<file path="src/rtl/addsub_multi_if.sv">
// addsub_multi_if: operand/command and result bundle for addsub_multi
interface addsub_multi_if #(
  parameter int WIDTH = 32
);
  logic start;
  logic [1:0] op;
  logic [WIDTH-1:0] a;
  logic [WIDTH-1:0] b;
  logic cin;
  logic busy;
  logic done;
  logic [WIDTH-1:0] sum;
  logic cout;
  logic zero;
  logic overflow;
  modport master (
    output start, op, a, b, cin,
    input busy, done, sum, cout, zero, overflow
  );
  modport slave (
    input start, op, a, b, cin,
    output busy, done, sum, cout, zero, overflow
  );
endinterface

</file>
<file path="src/rtl/addsub_multi.sv">
// addsub_multi: multi-cycle sliced add/adc/sub/sbc, LSB slice first, with carry, zero and signed-overflow flags
module addsub_multi #(
  parameter int WIDTH = 32,
  parameter int SLICE = 8
) (
  input logic clk,
  input logic reset,
  addsub_multi_if.slave bus
);
  localparam int N = WIDTH / SLICE;
  localparam int KW = N > 1 ? $clog2(N) : 1;
  typedef enum logic {IDLE, RUN} state_t;
  state_t state, state_d;
  logic [KW-1:0] k, k_d;
  logic [WIDTH-1:0] a_r, b_r, acc, a_d, b_d, acc_d;
  logic [WIDTH-1:0] sum_q, sum_d;
  logic carry, carry_d;
  logic done_q, done_d, cout_q, cout_d, zero_q, zero_d, ovf_q, ovf_d;
  logic [SLICE:0] slice_sum;
  logic last;
  always_comb begin
    last = k == KW'(N - 1);
    slice_sum = {1'b0, a_r[SLICE*int'(k) +: SLICE]} + {1'b0, b_r[SLICE*int'(k) +: SLICE]} + {{SLICE{1'b0}}, carry};
    state_d = state;
    k_d = k;
    a_d = a_r;
    b_d = b_r;
    acc_d = acc;
    carry_d = carry;
    done_d = 1'b0;
    sum_d = sum_q;
    cout_d = cout_q;
    zero_d = zero_q;
    ovf_d = ovf_q;
    if (state == IDLE) begin
      if (bus.start) begin
        a_d = bus.a;
        b_d = bus.op[1] ? ~bus.b : bus.b;
        carry_d = bus.op[0] ? bus.cin : bus.op[1];
        k_d = '0;
        state_d = RUN;
      end
    end else begin
      acc_d[SLICE*int'(k) +: SLICE] = slice_sum[SLICE-1:0];
      carry_d = slice_sum[SLICE];
      k_d = k + KW'(1);
      if (last) begin
        state_d = IDLE;
        done_d = 1'b1;
        sum_d = acc_d;
        cout_d = slice_sum[SLICE];
        zero_d = acc_d == '0;
        // carry into the MSB is recovered from the MSB sum bit and its operand bits
        ovf_d = a_r[WIDTH-1] ^ b_r[WIDTH-1] ^ acc_d[WIDTH-1] ^ slice_sum[SLICE];
      end
    end
  end
  always_ff @(posedge clk) begin
    if (reset) begin
      state <= IDLE;
      k <= '0;
      a_r <= '0;
      b_r <= '0;
      acc <= '0;
      carry <= 1'b0;
      done_q <= 1'b0;
      sum_q <= '0;
      cout_q <= 1'b0;
      zero_q <= 1'b0;
      ovf_q <= 1'b0;
    end else begin
      state <= state_d;
      k <= k_d;
      a_r <= a_d;
      b_r <= b_d;
      acc <= acc_d;
      carry <= carry_d;
      done_q <= done_d;
      sum_q <= sum_d;
      cout_q <= cout_d;
      zero_q <= zero_d;
      ovf_q <= ovf_d;
    end
  end
  assign bus.busy = state == RUN;
  assign bus.done = done_q;
  assign bus.sum = sum_q;
  assign bus.cout = cout_q;
  assign bus.zero = zero_q;
  assign bus.overflow = ovf_q;
endmodule

</file>
<file path="src/flat_wrapper.sv">
// flat-port wrapper written by rule: the top's interface ports become plain ports
module addsub_multi_flat 
#(
  parameter int WIDTH = 32,
  parameter int SLICE = 8
)
  (clk, reset, bus_start, bus_op, bus_a, bus_b, bus_cin, bus_busy, bus_done, bus_sum, bus_cout, bus_zero, bus_overflow);
  addsub_multi_if #(.WIDTH(WIDTH)) bus_i ();
  input logic clk;
  input logic reset;
  input wire logic [$bits(bus_i.start)-1:0] bus_start;
  input wire logic [$bits(bus_i.op)-1:0] bus_op;
  input wire logic [$bits(bus_i.a)-1:0] bus_a;
  input wire logic [$bits(bus_i.b)-1:0] bus_b;
  input wire logic [$bits(bus_i.cin)-1:0] bus_cin;
  output wire logic [$bits(bus_i.busy)-1:0] bus_busy;
  output wire logic [$bits(bus_i.done)-1:0] bus_done;
  output wire logic [$bits(bus_i.sum)-1:0] bus_sum;
  output wire logic [$bits(bus_i.cout)-1:0] bus_cout;
  output wire logic [$bits(bus_i.zero)-1:0] bus_zero;
  output wire logic [$bits(bus_i.overflow)-1:0] bus_overflow;
  assign bus_i.start = bus_start;
  assign bus_i.op = bus_op;
  assign bus_i.a = bus_a;
  assign bus_i.b = bus_b;
  assign bus_i.cin = bus_cin;
  assign bus_busy = bus_i.busy;
  assign bus_done = bus_i.done;
  assign bus_sum = bus_i.sum;
  assign bus_cout = bus_i.cout;
  assign bus_zero = bus_i.zero;
  assign bus_overflow = bus_i.overflow;
  addsub_multi #(.WIDTH(WIDTH), .SLICE(SLICE)) u_core (.clk(clk), .reset(reset), .bus(bus_i));
endmodule
</file>
<file path="config.mk">
export PLATFORM = sky130hd
export DESIGN_NAME = addsub_multi_flat
export DESIGN_NICKNAME = d
export VERILOG_FILES = /design/src/rtl/addsub_multi_if.sv /design/src/rtl/addsub_multi.sv /design/src/flat_wrapper.sv
export SDC_FILE = /design/constraint.sdc
export NUM_CORES = 1
export LEC_CHECK = 0
export ABC_AREA = 1
export CAP_MARGIN = 10
export CORE_MARGIN = 2
export CORE_UTILIZATION = 48
export CTS_CLUSTER_DIAMETER = 120
export DETAILED_ROUTE_END_ITERATION = 8
export PLACE_DENSITY = 0.76
export SYNTH_ARGS = -nofsm -noshare
export SYNTH_HDL_FRONTEND = slang
export SYNTH_SLANG_ARGS = --single-unit
export TNS_END_PERCENT = 100
</file>
<file path="constraint.sdc">
create_clock -name clk -period 2.9 [get_ports clk]
set_input_delay 0.58 -clock clk [delete_from_list [all_inputs] [get_ports clk]]
set_output_delay 0.58 -clock clk [all_outputs]
set_load 0.02 [all_outputs]
</file>
Yosys cells after proc, flatten, opt, wreduce, memory -nomap -nowiden
Cells that the tools add are included.

word-level totals
  memories = 0
  memory bits (writable) = 0
  word-level logic and storage cells = 41
  output and inout bits = 37
  register bits after elaboration = 136
  latch bits = 0
  bits in read-only memories = 0

operators by class
  multiply operators = 0
  divide/modulo/power cells = 0
  mux-type cells = 11
  $lt $le $gt $ge = 0
  shifts and indexed selects = 4
  reduce and logical (&&, ||, !) cells = 5
  bitwise operators = 5
  $add $sub $neg = 4
  eq/ne operators = 1

operators by type and width
  kind                       count
  $shiftx A32 B6 Y8          2
  $neg A5 Y33                1
  $shift A8 B33 Y32 const A  1
  $shiftx A8 B33 Y32         1
  $bwmux W32                 1
  $logic_not A32 Y1          1
  $mux W32                   1
  $not A32 Y32               1
  $add A8 B8 Y9              1
  $add A9 B1 Y9              1
  $mux W1                    7
  $mux W2                    2
  $reduce_and A2 Y1          2
  $xor A1 B1 Y1              3
  $add A2 B1 Y2 const B      1
  $eq A2 B2 Y1 const B       1
  $reduce_bool A2 Y1         1
  $reduce_or A2 Y1           1
  $not A1 Y1                 1

Logic depth before layout (Yosys ltp)
Gate-level depths: netlist (run 1).

  depth in word-level cells = 7
  gate-level depth with buffers = 24
  gate-level depth less buffers = 22

Worst setup path before layout (run 1)
Ideal clock, no wire load.

  path kind = reg-to-reg
  start point = register u_core.k[0]
  end point = register u_core.zero_q (netlist: u_core.bus.zero)
  cell stages (with the launch flop) = 21
  library setup time = 0.059 ns
  setup slack = -0.041 ns
  buffers on the path = 3
  arrival time = 2.882 ns
  required time = 2.841 ns
  period minus slack after synthesis = 2.941 ns
  cells stage by stage = dfxtp_1 > buf_6 > buf_2 > clkbuf_1 > nor2_1 > o21ai_0 > fa_1 > inv_1 > fa_1 > inv_1 > nand2_1 > inv_2 > a21boi_1 > nand3_1 > nor2_1 > nand2_1 > nor2_1 > nand4_1 > nor2_1 > nand3_1 > nand2_1

on the way
  longest elaborated chain between the ends = 6

RTL lines
  item                    line                RTL
  start, declared         addsub_multi.sv:14  logic [KW-1:0] k, k_d;
  start signal, assigned  addsub_multi.sv:73  k <= k_d;
  $shiftx A32 B6 Y8       addsub_multi.sv:23  slice_sum = {1'b0, a_r[SLICE*int'(k) +: SLICE]} + {1'b0, b_r[SLICE*int'(k) +: SLICE]} + {{SLICE{1'b0}}, carry} ...
  $add A8 B8 Y9           addsub_multi.sv:23
  $add A9 B1 Y9           addsub_multi.sv:23
  $shiftx A8 B33 Y32      addsub_multi.sv:44  acc_d[SLICE*int'(k) +: SLICE] = slice_sum[SLICE-1:0];
  $bwmux W32              addsub_multi.sv:44
  $logic_not A32 Y1       addsub_multi.sv:52  zero_d = acc_d == '0;
  end signal, assigned    addsub_multi.sv:81  zero_q <= zero_d;
  end, declared           addsub_multi.sv:18  logic done_q, done_d, cout_q, cout_d, zero_q, zero_d, ovf_q, ovf_d;

Parallel ways exist; a longest one is shown, timed or not.
A chain may end at the register's enable or synchronous reset.

Final worst setup path (run 1)
Same ends and word-level chain as after synthesis.

==> metrics.txt, run 1 <==
IO Count=between 100 and 150; worst hold path class=register to register; status=finished clean; fin. max-slew vios=0; starting density of the core=0.4903; CTS tree=done; GRT Residual Overflow=0; post-route ant nets=0; Final min period=between 2 and 3 ns; Vias/cell=5.311; Power Density=roughly 640 nW/um2; Vert. Die Dim=approximately 120 um; async set-reset flop share out of synthesis=0; Initial DRT Pass Iterations=5; H-tree Lvls=4; clock-pin slew on the worst setup and hold paths=around 0.060 ns; GRT Resource Usage Total=0.2445; Clock Tree Buf Depth=2; die width=around 120 um; WP data required=3.27 ns; largest net degree at the start of global routing=60; critical path class=register to register; post-synth cell types=35; design area=around 8700 um2; post-DP HPWL=around 12000 um; Commonest cells post-synth=dfxtp_1, nand2_1, o21ai_0, nor2_1, inv_1; Nets=1092; dpl cell area=between 7000 and 8000 um2; leakage power total=0.003791 uW; Achievable Freq=about 360 MHz; Setup Viol. Count Final=0; FF-to-FF setup slack=~0.11 ns; count of max-cap constraint violations=0; top cells by area, synth=dfxtp_1, o21ai_0, nand2_1; Yosys Warn Count=0; Crit path largest cell delay=~0.57 ns; #FFs+latches synth=between 100 and 150; mapped cell area=roughly 6500 um2; CP max-delay cell=fa_2; syn_nets=roughly 980; final hold vios=0; Crit. End Element=register; routability cong.=between 0.9 and 1; multi-input logic area=roughly 3300 um2; critical path startpoint category=register; share of layout cells above drive strength 1=0.1343; clk sinks=136; post-route total power=about 5500 uW; core box area=between 10000 and 15000 um2; Worst-Margin Slew=between 0.8 and 0.9 ns; share of the synthesized area in the top cell type=0.4210; clk_lat worst skew=around 0.43 ns; Worst Path Max Fanout=6; dominant cell type by area after synthesis=dfxtp_1; ant diodes=0; Tcrit/Tclk final=0.9607; Post-synth EDFFs=0; register area share after synthesis=0.4210; Peak VDD IR=between 0.4 and 0.5 mV; mean routed wirelength per cell=around 15 um; vias in the first global route=roughly 6000; Fin Clk Skew=~0.0064 ns; CP Data Arrival Time=~3.2 ns; Mapped Avg Cell Area=7.218 um2; Gate Count Post-Synth=896; DRC=0; die area=14420 um2; Synth-to-Final Area Change=35.11%; most common flop cell mapped by yosys=dfxtp_1; initial antenna violation count=0; storage element area=between 2000 and 3000 um2; Fillers=about 1100; num rows=42; Root Buffer=clkbuf_16; # port buffers=~110; Slew headroom=0.4215; first-pass GRT wire length=28050 um; initial drt markers=494; CTS Buf Count=17; Vias=approximately 6400; final WL=between 15000 and 20000 um; CP cell instances=buf_12 -> o21ai_1 -> o22ai_2 -> fa_2 -> inv_2 -> fa_2 -> inv_2 -> nand3_2 -> nand2_2 -> nor2_1 -> nand2_1 -> nor2_1 -> nand2_1 -> nor2_2 -> nand4_1 -> nor2_1 -> nand3_1 -> nand2_1
==> sequential cells by signal, summed over array words and instances (netlist names) <==
signal,count
u_core.k,2
u_core.carry,1
u_core.bus.busy,1
u_core.b_r,32
u_core.bus.cout,1
u_core.bus.zero,1
u_core.a_r,32
u_core.bus.overflow,1
u_core.bus.done,1
u_core.acc,32
u_core.bus.sum,32
==> worst max-delay path, delay by kind of cell, from the launching register on <==
kind / cells / cell delay (ns)
buf+inv: 3 / 0.25
flops: 1 / 0.45
simple gates: 11 / 0.93
compound gates: 2 / 0.30
fa+ha+maj: 2 / 0.82
==> layout make-up <==
type	count	share of cell area
multi-input combinational	602	0.3746
sequential	136	0.3124
timing repair buffer	145	0.1658
clock buffer	20	0.05226
inverter	104	0.04611
tap	176	0.02520
clock inverter	12	0.02262
timing repair inverter	1	0.001002
==> worst paths after layout <==
kind,start,endpoint,cells after the start
worst max register to register,u_core.k[0],u_core.bus.zero,18
worst min register to register,u_core.bus.sum[31],u_core.bus.sum[31],2
worst max-delay path,u_core.k[0],u_core.bus.zero,18
worst min-delay path,u_core.bus.sum[31],u_core.bus.sum[31],2
==> routing by layer <==
metal  vias to the layer above  part of all wire  GRT usage
met1                      2899              0.42     0.3039
met3                        50             0.062    0.05656
li1                       3141                 -          -
met2                       262              0.48     0.4002
met4                         0             0.032     0.1154
met5                         -                 0          0
==> cells by family (layout without fill, tap and decap cells) <==
group	count (synthesis)	after routing	share of synthesized area
DFF	136	136	0.4210
buffers and inverters	158	282	0.09654
AOI/OAI and AO/OA	244	244	0.2120
and+or+nand+nor	309	309	0.1931
xor gates and xnor gates	34	34	0.04604
adders and majority gates	15	15	0.03134
==> through the flow <==
stage	setup TNS, ns	worst slack, ns	instances	hold WS [ns]	util
final	0	0.1140	1196	0.4560	0.6625
after global routing	-0.05834	-0.04912	1196	0.4806	0.6625
after CTS	0	0.002236	1180	0.4633	0.6364
after detailed placement	0	0.01105	1147	0.4480	0.5841
after global placement	0	0.1020	1147	0.4369	0.5841
after floorplan	0	0.01038	896	0.4492	-
==> cells in the final DEF (no fill, tap or decap), drive strengths merged <==
| cell | n |
|---|---|
| nand2 | 140 |
| o21ai | 139 |
| dfxtp | 136 |
| nor2 | 131 |
| clkdlybuf4s50 | 105 |
| inv | 103 |
| a21oi | 52 |
| buf | 38 |
| xnor2 | 33 |
| nand3 | 24 |
| clkbuf | 22 |
| o211ai | 20 |
| o22ai | 13 |
| ha | 13 |
| nand4 | 11 |
| a22o | 11 |
| bufinv | 5 |
| clkinvlp | 5 |
| clkinv | 4 |
| nor3 | 3 |
| a32oi | 2 |
| a21boi | 2 |
| a31oi | 2 |
| fa | 2 |
| a211oi | 1 |
| o21a | 1 |
| a41oi | 1 |
| xor2 | 1 |
==> timing repair <==
item / CTS / global route
endpoints found under the setup margin: 1 / 25
hold buffers: 0 / 0
gates cloned: 1 / 3
gates resized for setup: 1 / 61
pin swaps: 0 / 21
endpoints found under the hold margin: 0 / 0
buffers inserted: 0 / 13
==> power by group <==
group	internal, uW	switching [uW]
Sequential	1980	70.0
Clock	1560	805
Combinational	457	668
No activity file was read; power rests on OpenSTA's default activity.
==> inputs of run 2 (changes only) <==
--- a/config.mk
+++ b/config.mk
@@ -12,6 +12,7 @@
 export CTS_CLUSTER_DIAMETER = 120
 export DETAILED_ROUTE_END_ITERATION = 8
 export PLACE_DENSITY = 0.76
+export SETUP_SLACK_MARGIN = 0.1
 export SYNTH_ARGS = -nofsm -noshare
 export SYNTH_HDL_FRONTEND = slang
 export SYNTH_SLANG_ARGS = --single-unit
==> metrics.txt, run 2 (synthesis gave the netlist of run 1 again) <==
Fin Clk Skew=0.006344 ns (was 0.006365 ns); routability cong.=0.9842 (was 0.9666); critical path class=register to register (unchanged); R2R cell count=21 (was 18); Int Power=3952 uW (was 4007 uW); initial antenna violation count=0 (unchanged); worst r2r src=u_core.k[0] (unchanged); FF-to-FF setup slack=0.14 ns (was 0.11 ns); post-route ant nets=0 (unchanged); core box area=13190 um2 (unchanged); switching share of total power=0.2764 (was 0.2780); GRT Residual Overflow=0 (unchanged); Vias/cell=5.234 (was 5.311); clock-pin slew on the worst setup and hold paths=0.06 ns (about the same); mean routed wirelength per cell=14.59 um (was 14.72 um); final WL=17400 um (was 17610 um); fin. max-slew vios=0 (unchanged); first-pass GRT wire length=27190 um (was 28050 um); hold_buf cts=0 (unchanged); critical path startpoint category=register (unchanged); Tcrit/Tclk final=0.9513 (was 0.9607); RSZ-0062 raised after global routing=true; Psw=1509 uW (was 1543 uW); hold path cells=2 (unchanged); CP Data Arrival Time=3.14 ns (was 3.16 ns); clk_lat worst skew=0.43 ns (about the same); Power Density=634.5 nW/um2 (was 635.1 nW/um2); Peak VDD IR=0.4410 mV (was 0.4509 mV); die area=14420 um2 (unchanged); ant diodes=0 (unchanged); Worst Path Max Fanout=7 (was 6); Hold Path End=u_core.bus.zero (was u_core.bus.sum[31]); Slew headroom=0.4379 (was 0.4215); Crit. End Element=register (unchanged); CTS tree=done (unchanged); most common cell after layout, fill and taps aside=dfxtp_1 (unchanged); largest net degree at the start of global routing=86 (was 60); HP Start=u_core.bus.zero (was u_core.bus.sum[31]); Flop pwr share=0.377 (was 0.370); H-tree Lvls=4 (unchanged); Synth-to-Final Area Change=33.08% (was 35.11%); CTS Buf Count=17 (unchanged); Final min period=2.759 ns (was 2.786 ns); multi-input logic area=3243 um2 (was 3273 um2); Nets=1089 (was 1092); Setup Viol. Count Final=0 (unchanged); die width=120.1 um (unchanged); Worst-Margin Slew=0.8422 ns (was 0.8668 ns); commonest cells after routing, fill and taps aside=dfxtp_1, nand2_1, o21ai_0, nor2_1, clkdlybuf4s50_1 (was dfxtp_1, o21ai_0, nand2_1, nor2_1, clkdlybuf4s50_1); vias in the first global route=5730 (was 5879); clk sinks=136 (unchanged); Initial DRT Pass Iterations=8 (was 5); Fillers=1118 (was 1130); reg2reg end=u_core.bus.zero (unchanged); GRT Resource Usage Total=0.2376 (was 0.2445); Comb pwr share=0.202 (was 0.203); post-DP HPWL=11910 um (was 11840 um); Vert. Die Dim=120.1 um (unchanged); Vias=6239 (was 6352); num rows=42 (unchanged); DRC=0 (unchanged); Achievable Freq=362.5 MHz (was 358.9 MHz); worst hold path class=register to register (unchanged); Final TNS setup=0 ns (unchanged); Clock power frac=0.421 (was 0.427); # port buffers=106 (unchanged); Root Buffer=clkbuf_16 (unchanged); count of max-cap constraint violations=0 (unchanged); Core Util, Final=0.6525 (was 0.6625); starting density of the core=0.4903 (unchanged); share of layout cells above drive strength 1=0.1191 (was 0.1343); WP data required=3.28 ns (was 3.27 ns); leakage power total=0.003761 uW (was 0.003791 uW); status=finished clean (unchanged); IO Count=107 (unchanged); final hold vios=0 (unchanged); Clock Tree Buf Depth=2 (unchanged); storage element area=2728 um2 (was 2730 um2); initial drt markers=562 (was 494)
==> run 2: changes by cell type in the layout (fill, tap and decap cells not counted), moves of 2 or more <==
cell,previous run,this run
clkbuf_8,2,4
a21oi_2,5,2
nor2_2,7,5
clkinvlp_4,5,1
o21ai_1,7,10
o21ai_2,4,2
nand2_1,127,129
ha_1,10,12
nor2_1,121,123
ha_2,3,1
a21oi_4,0,2
==> run 2: final cells by class <==
type	instances	area share
inverter	104	0.04623
sequential	136	0.3169
clock inverter	8	0.01657
clock buffer	23	0.05669
multi-input combinational	602	0.3768
timing repair buffer	143	0.1612
tap	176	0.02559
==> run 2: through the flow <==
step	hold WS (ns)	std cells	power [uW]	area (um2)	setup slack, ns
after floorplan	0.4492	896	2733	6494	0.1178
after global placement	0.4390	1143	3033	7680	0.09542
after detailed placement	0.4428	1143	3048	7680	0.03602
after CTS	0.4550	1175	5352	8338	0.1326
after global routing	0.4785	1192	5685	8607	0.01090
final	0.4468	1192	5461	8607	0.1412
==> run 2: how the worst max path moves through the flow <==
stage	endpoint	start	slack [ns]
after global placement	u_core.bus.zero	u_core.k[0]	0.1
after detailed placement	u_core.bus.zero	u_core.k[0]	0.04
after CTS	u_core.bus.zero	u_core.k[1]	0.13
after global routing	u_core.bus.zero	u_core.k[0]	0.01
after floorplan	u_core.bus.zero	u_core.k[0]	0.12
final	u_core.bus.zero	u_core.k[0]	0.14
==> run 2: power groups by stage <==
stage | logic, uW | registers (uW) | clock network [uW]
floorplan | 668 | 2060 | 0
global placement | 945 | 2090 | 0
detailed placement | 960 | 2090 | 0
CTS | 976 | 2050 | 2320
global route | 1220 | 2070 | 2400
finish | 1100 | 2060 | 2300
==> run 2: repair_timing <==
item,CTS,global route
cloned,0,1
endpoints found under the setup margin,1,9
resized for setup,7,42
endpoints found under the hold margin,0,0
setup buffers,1,16
pin swaps,1,24
==> run 2: per-layer routing <==
layer	global-route usage	part of all wire	vias to the layer above
li1	-	-	3139
met1	0.2936	0.42	2824
met2	0.3913	0.49	229
met3	0.05466	0.060	47
met4	0.1118	0.031	0
met5	0	0	-
==> run 2: critical path, stage by stage (launching register included) <==
cell and delay (ns):
dfxtp_4 0.41, buf_12 0.13, buf_6 0.11, o21ai_0 0.09, o22ai_1 0.29, ha_2 0.39
buf_4 0.16, inv_1 0.04, nand2_1 0.05, nand2_2 0.07, inv_2 0.04, nand2_2 0.05
nand2_2 0.06, nor2_1 0.10, nand2_1 0.08, nor2_1 0.11, nand2_1 0.06, nor2_1 0.11
nand4_1 0.10, nor2_1 0.12, nand3_1 0.07, nand2_1 0.06
==> inputs of run 3 (changes only) <==
--- a/config.mk
+++ b/config.mk
@@ -8,10 +8,10 @@
 export ABC_AREA = 1
 export CAP_MARGIN = 10
 export CORE_MARGIN = 2
-export CORE_UTILIZATION = 48
+export CORE_UTILIZATION = 58
 export CTS_CLUSTER_DIAMETER = 120
 export DETAILED_ROUTE_END_ITERATION = 8
-export PLACE_DENSITY = 0.76
+export PLACE_DENSITY = 0.86
 export SETUP_SLACK_MARGIN = 0.1
 export SYNTH_ARGS = -nofsm -noshare
 export SYNTH_HDL_FRONTEND = slang
==> constraint.sdc (replaced) <==
create_clock -name clk -period 3.6 [get_ports clk]
set_input_delay 0.72 -clock clk [delete_from_list [all_inputs] [get_ports clk]]
set_output_delay 0.72 -clock clk [all_outputs]
set_load 0.02 [all_outputs]
==> metrics.txt, run 3 (synthesis gave the netlist of run 1 again) <==
R2R cell count=17 (was 21); hold path cells=2 (unchanged); Core Util, Final=0.7617 (was 0.6525); die width=109.6 um (was 120.1 um); initial antenna violation count=0 (unchanged); leakage power total=0.003631 uW (was 0.003761 uW); clk sinks=136 (unchanged); routability cong.=0.9002 (was 0.9842); post-route total power=4461 uW (was 5461 uW); count of max-cap constraint violations=0 (unchanged); CP max-delay cell=fa_1 (was dfxtp_4); Crit path top cell by count=nand3_1; clock-pin slew on the worst setup and hold paths=0.06 ns (about the same); Initial DRT Pass Iterations=5 (was 8); ant diodes=0 (unchanged); Root Buffer=clkbuf_8 (was clkbuf_16); DRC=0 (unchanged); Peak VDD IR=0.3401 mV (was 0.4410 mV); core box area=10840 um2 (was 13190 um2); largest net degree at the start of global routing=63 (was 86); fin. max-slew vios=0 (unchanged); cell family with most CP delay=simple AND/OR/NAND/NOR gates (unchanged); mean routed wirelength per cell=14.96 um (was 14.59 um); Hold Slack=0.4548 ns (was 0.4468 ns); critical path class=register to register (unchanged); vias in the first global route=5821 (was 5730); CP cell instances=buf_6 -> o21ai_0 -> o22ai_1 -> fa_1 -> inv_1 -> fa_1 -> inv_1 -> nand3_1 -> nand3_1 -> nand2_1 -> nand3_1 -> o21ai_1 -> nor3_1 -> nand2_1 -> nor2_1 -> nand3_1 -> nand2_1 (was buf_12 -> buf_6 -> o21ai_0 -> o22ai_1 -> ha_2 -> buf_4 -> inv_1 -> nand2_1 -> nand2_2 -> inv_2 -> nand2_2 -> nand2_2 -> nor2_1 -> nand2_1 -> nor2_1 -> nand2_1 -> nor2_1 -> nand4_1 -> nor2_1 -> nand3_1 -> nand2_1); Crit. End Element=register (unchanged); Nets=1065 (was 1089); Power Density=540.2 nW/um2 (was 634.5 nW/um2); Crit path buffers/inverters=3 (was 5); Vert. Die Dim=109.6 um (was 120.1 um); Vias/cell=5.479 (was 5.234); WP data required=4.07 ns (was 3.28 ns); DP Worst Slack=0.5247 ns (was 0.03602 ns); status=finished clean (unchanged); Clock Tree Buf Depth=2 (unchanged); # port buffers=106 (unchanged); RSZ-0062 raised after global routing=false (was true); Final min period=3.078 ns (was 2.759 ns); worst r2r src=u_core.k[0] (unchanged); fin worst setup slack=0.5220 ns (was 0.1412 ns); FF-to-FF setup slack=0.52 ns (was 0.14 ns); Achievable Freq=324.9 MHz (was 362.5 MHz); worst hold path class=register to register (unchanged); GRT Residual Overflow=0 (unchanged); Hold Path End=u_core.bus.sum[22] (was u_core.bus.zero); initial drt markers=346 (was 562); Tcrit/Tclk final=0.8550 (was 0.9513); final hold vios=0 (unchanged); reg2reg end=u_core.bus.zero (unchanged); post-route ant nets=0 (unchanged); Setup Viol. Count Final=0 (unchanged); H-tree Lvls=4 (unchanged); Crit path largest cell delay=0.39 ns (was 0.41 ns); CTS Buf Count=17 (unchanged); CTS tree=done (unchanged); critical path startpoint category=register (unchanged); die area=12010 um2 (was 14420 um2); first-pass GRT wire length=27480 um (was 27190 um); Worst-Margin Slew=0.8940 ns (was 0.8422 ns); CP Data Arrival Time=3.55 ns (was 3.14 ns); Fin Clk Skew=0.006462 ns (was 0.006344 ns); clk_lat worst skew=0.52 ns (was 0.43 ns); Worst Path Max Fanout=47 (was 7); starting density of the core=0.5966 (was 0.4903); post-DP HPWL=11520 um (was 11910 um); setup bufs post-CTS=0 (was 1); num rows=38 (was 42); GRT Resource Usage Total=0.2929 (was 0.2376); IO Count=107 (unchanged); Vias=6208 (was 6239); final WL=16950 um (was 17400 um); HP Start=u_core.bus.sum[22] (was u_core.bus.zero); Slew headroom=0.4033 (was 0.4379); share of layout cells above drive strength 1=0.06647 (was 0.1191); Final TNS setup=0 ns (unchanged); commonest cells after routing, fill and taps aside=nand2_1, dfxtp_1, o21ai_0, nor2_1, clkdlybuf4s50_1 (was dfxtp_1, nand2_1, o21ai_0, nor2_1, clkdlybuf4s50_1); Synth-to-Final Area Change=27.66% (was 33.08%)
## run 3: area by class of cell
cell class,instances,area [um2]
Inverter,104,390.4
Clock buffer,20,435.4
Timing Repair Buffer,119,1157
Multi-Input combinational cell,602,3131
Tap cell,140,175.2
Fill cell,827,2584
Sequential cell,136,2723
Clock inverter,12,245.2
## run 3: worst max path at each step
stage                 endpoint        start  slack [ns]  cells past startpoint
3_5_place_dp   u_core.bus.zero  u_core.k[0]        0.52                     18
6_report       u_core.bus.zero  u_core.k[0]        0.52                     17
2_1_floorplan  u_core.bus.zero  u_core.k[0]        0.66                     20
5_1_grt        u_core.bus.zero  u_core.k[0]        0.17                     17
4_1_cts        u_core.bus.zero  u_core.k[0]        0.47                     18
3_3_place_gp   u_core.bus.zero  u_core.k[0]        0.62                     18
## run 3: where the power goes
| part | switching [uW] | internal, uW | total, uW | leakage [uW] |
|---|---|---|---|---|
| clock | 667 | 1360 | 2020 | 0.000329 |
| combinational | 493 | 293 | 786 | 0.00218 |
| sequential | 54.2 | 1600 | 1650 | 0.00112 |
| total | 1210 | 3250 | 4460 | 0.00363 |
## run 3: worst min-delay path: stages (launching register included)
cell and delay (ns):
dfxtp_1 0.32, nand2_1 0.05, o21ai_0 0.05
## run 3: timing repair
| item | 4_1_cts | 5_1_grt |
|---|---|---|
| setup endpoints to repair | 0 | 1 |
| gates resized for setup | 0 | 1 |
| hold buffers | 0 | 0 |
| endpoints found under the hold margin | 0 | 0 |
## run 3: per-layer routing
layer,track usage,share of wire,wire [um]
met1,0.3625,0.43,7263
met5,0,0,0
met3,0.04801,0.053,899
met4,0.1410,0.035,595
met2,0.4956,0.48,8188
## run 3: through the flow
stage | instances | instance area, um2
floorplan | 896 | 6467
global placement | 1101 | 7572
detailed placement | 1101 | 7572
CTS | 1133 | 8253
global route | 1133 | 8257
finish | 1133 | 8257
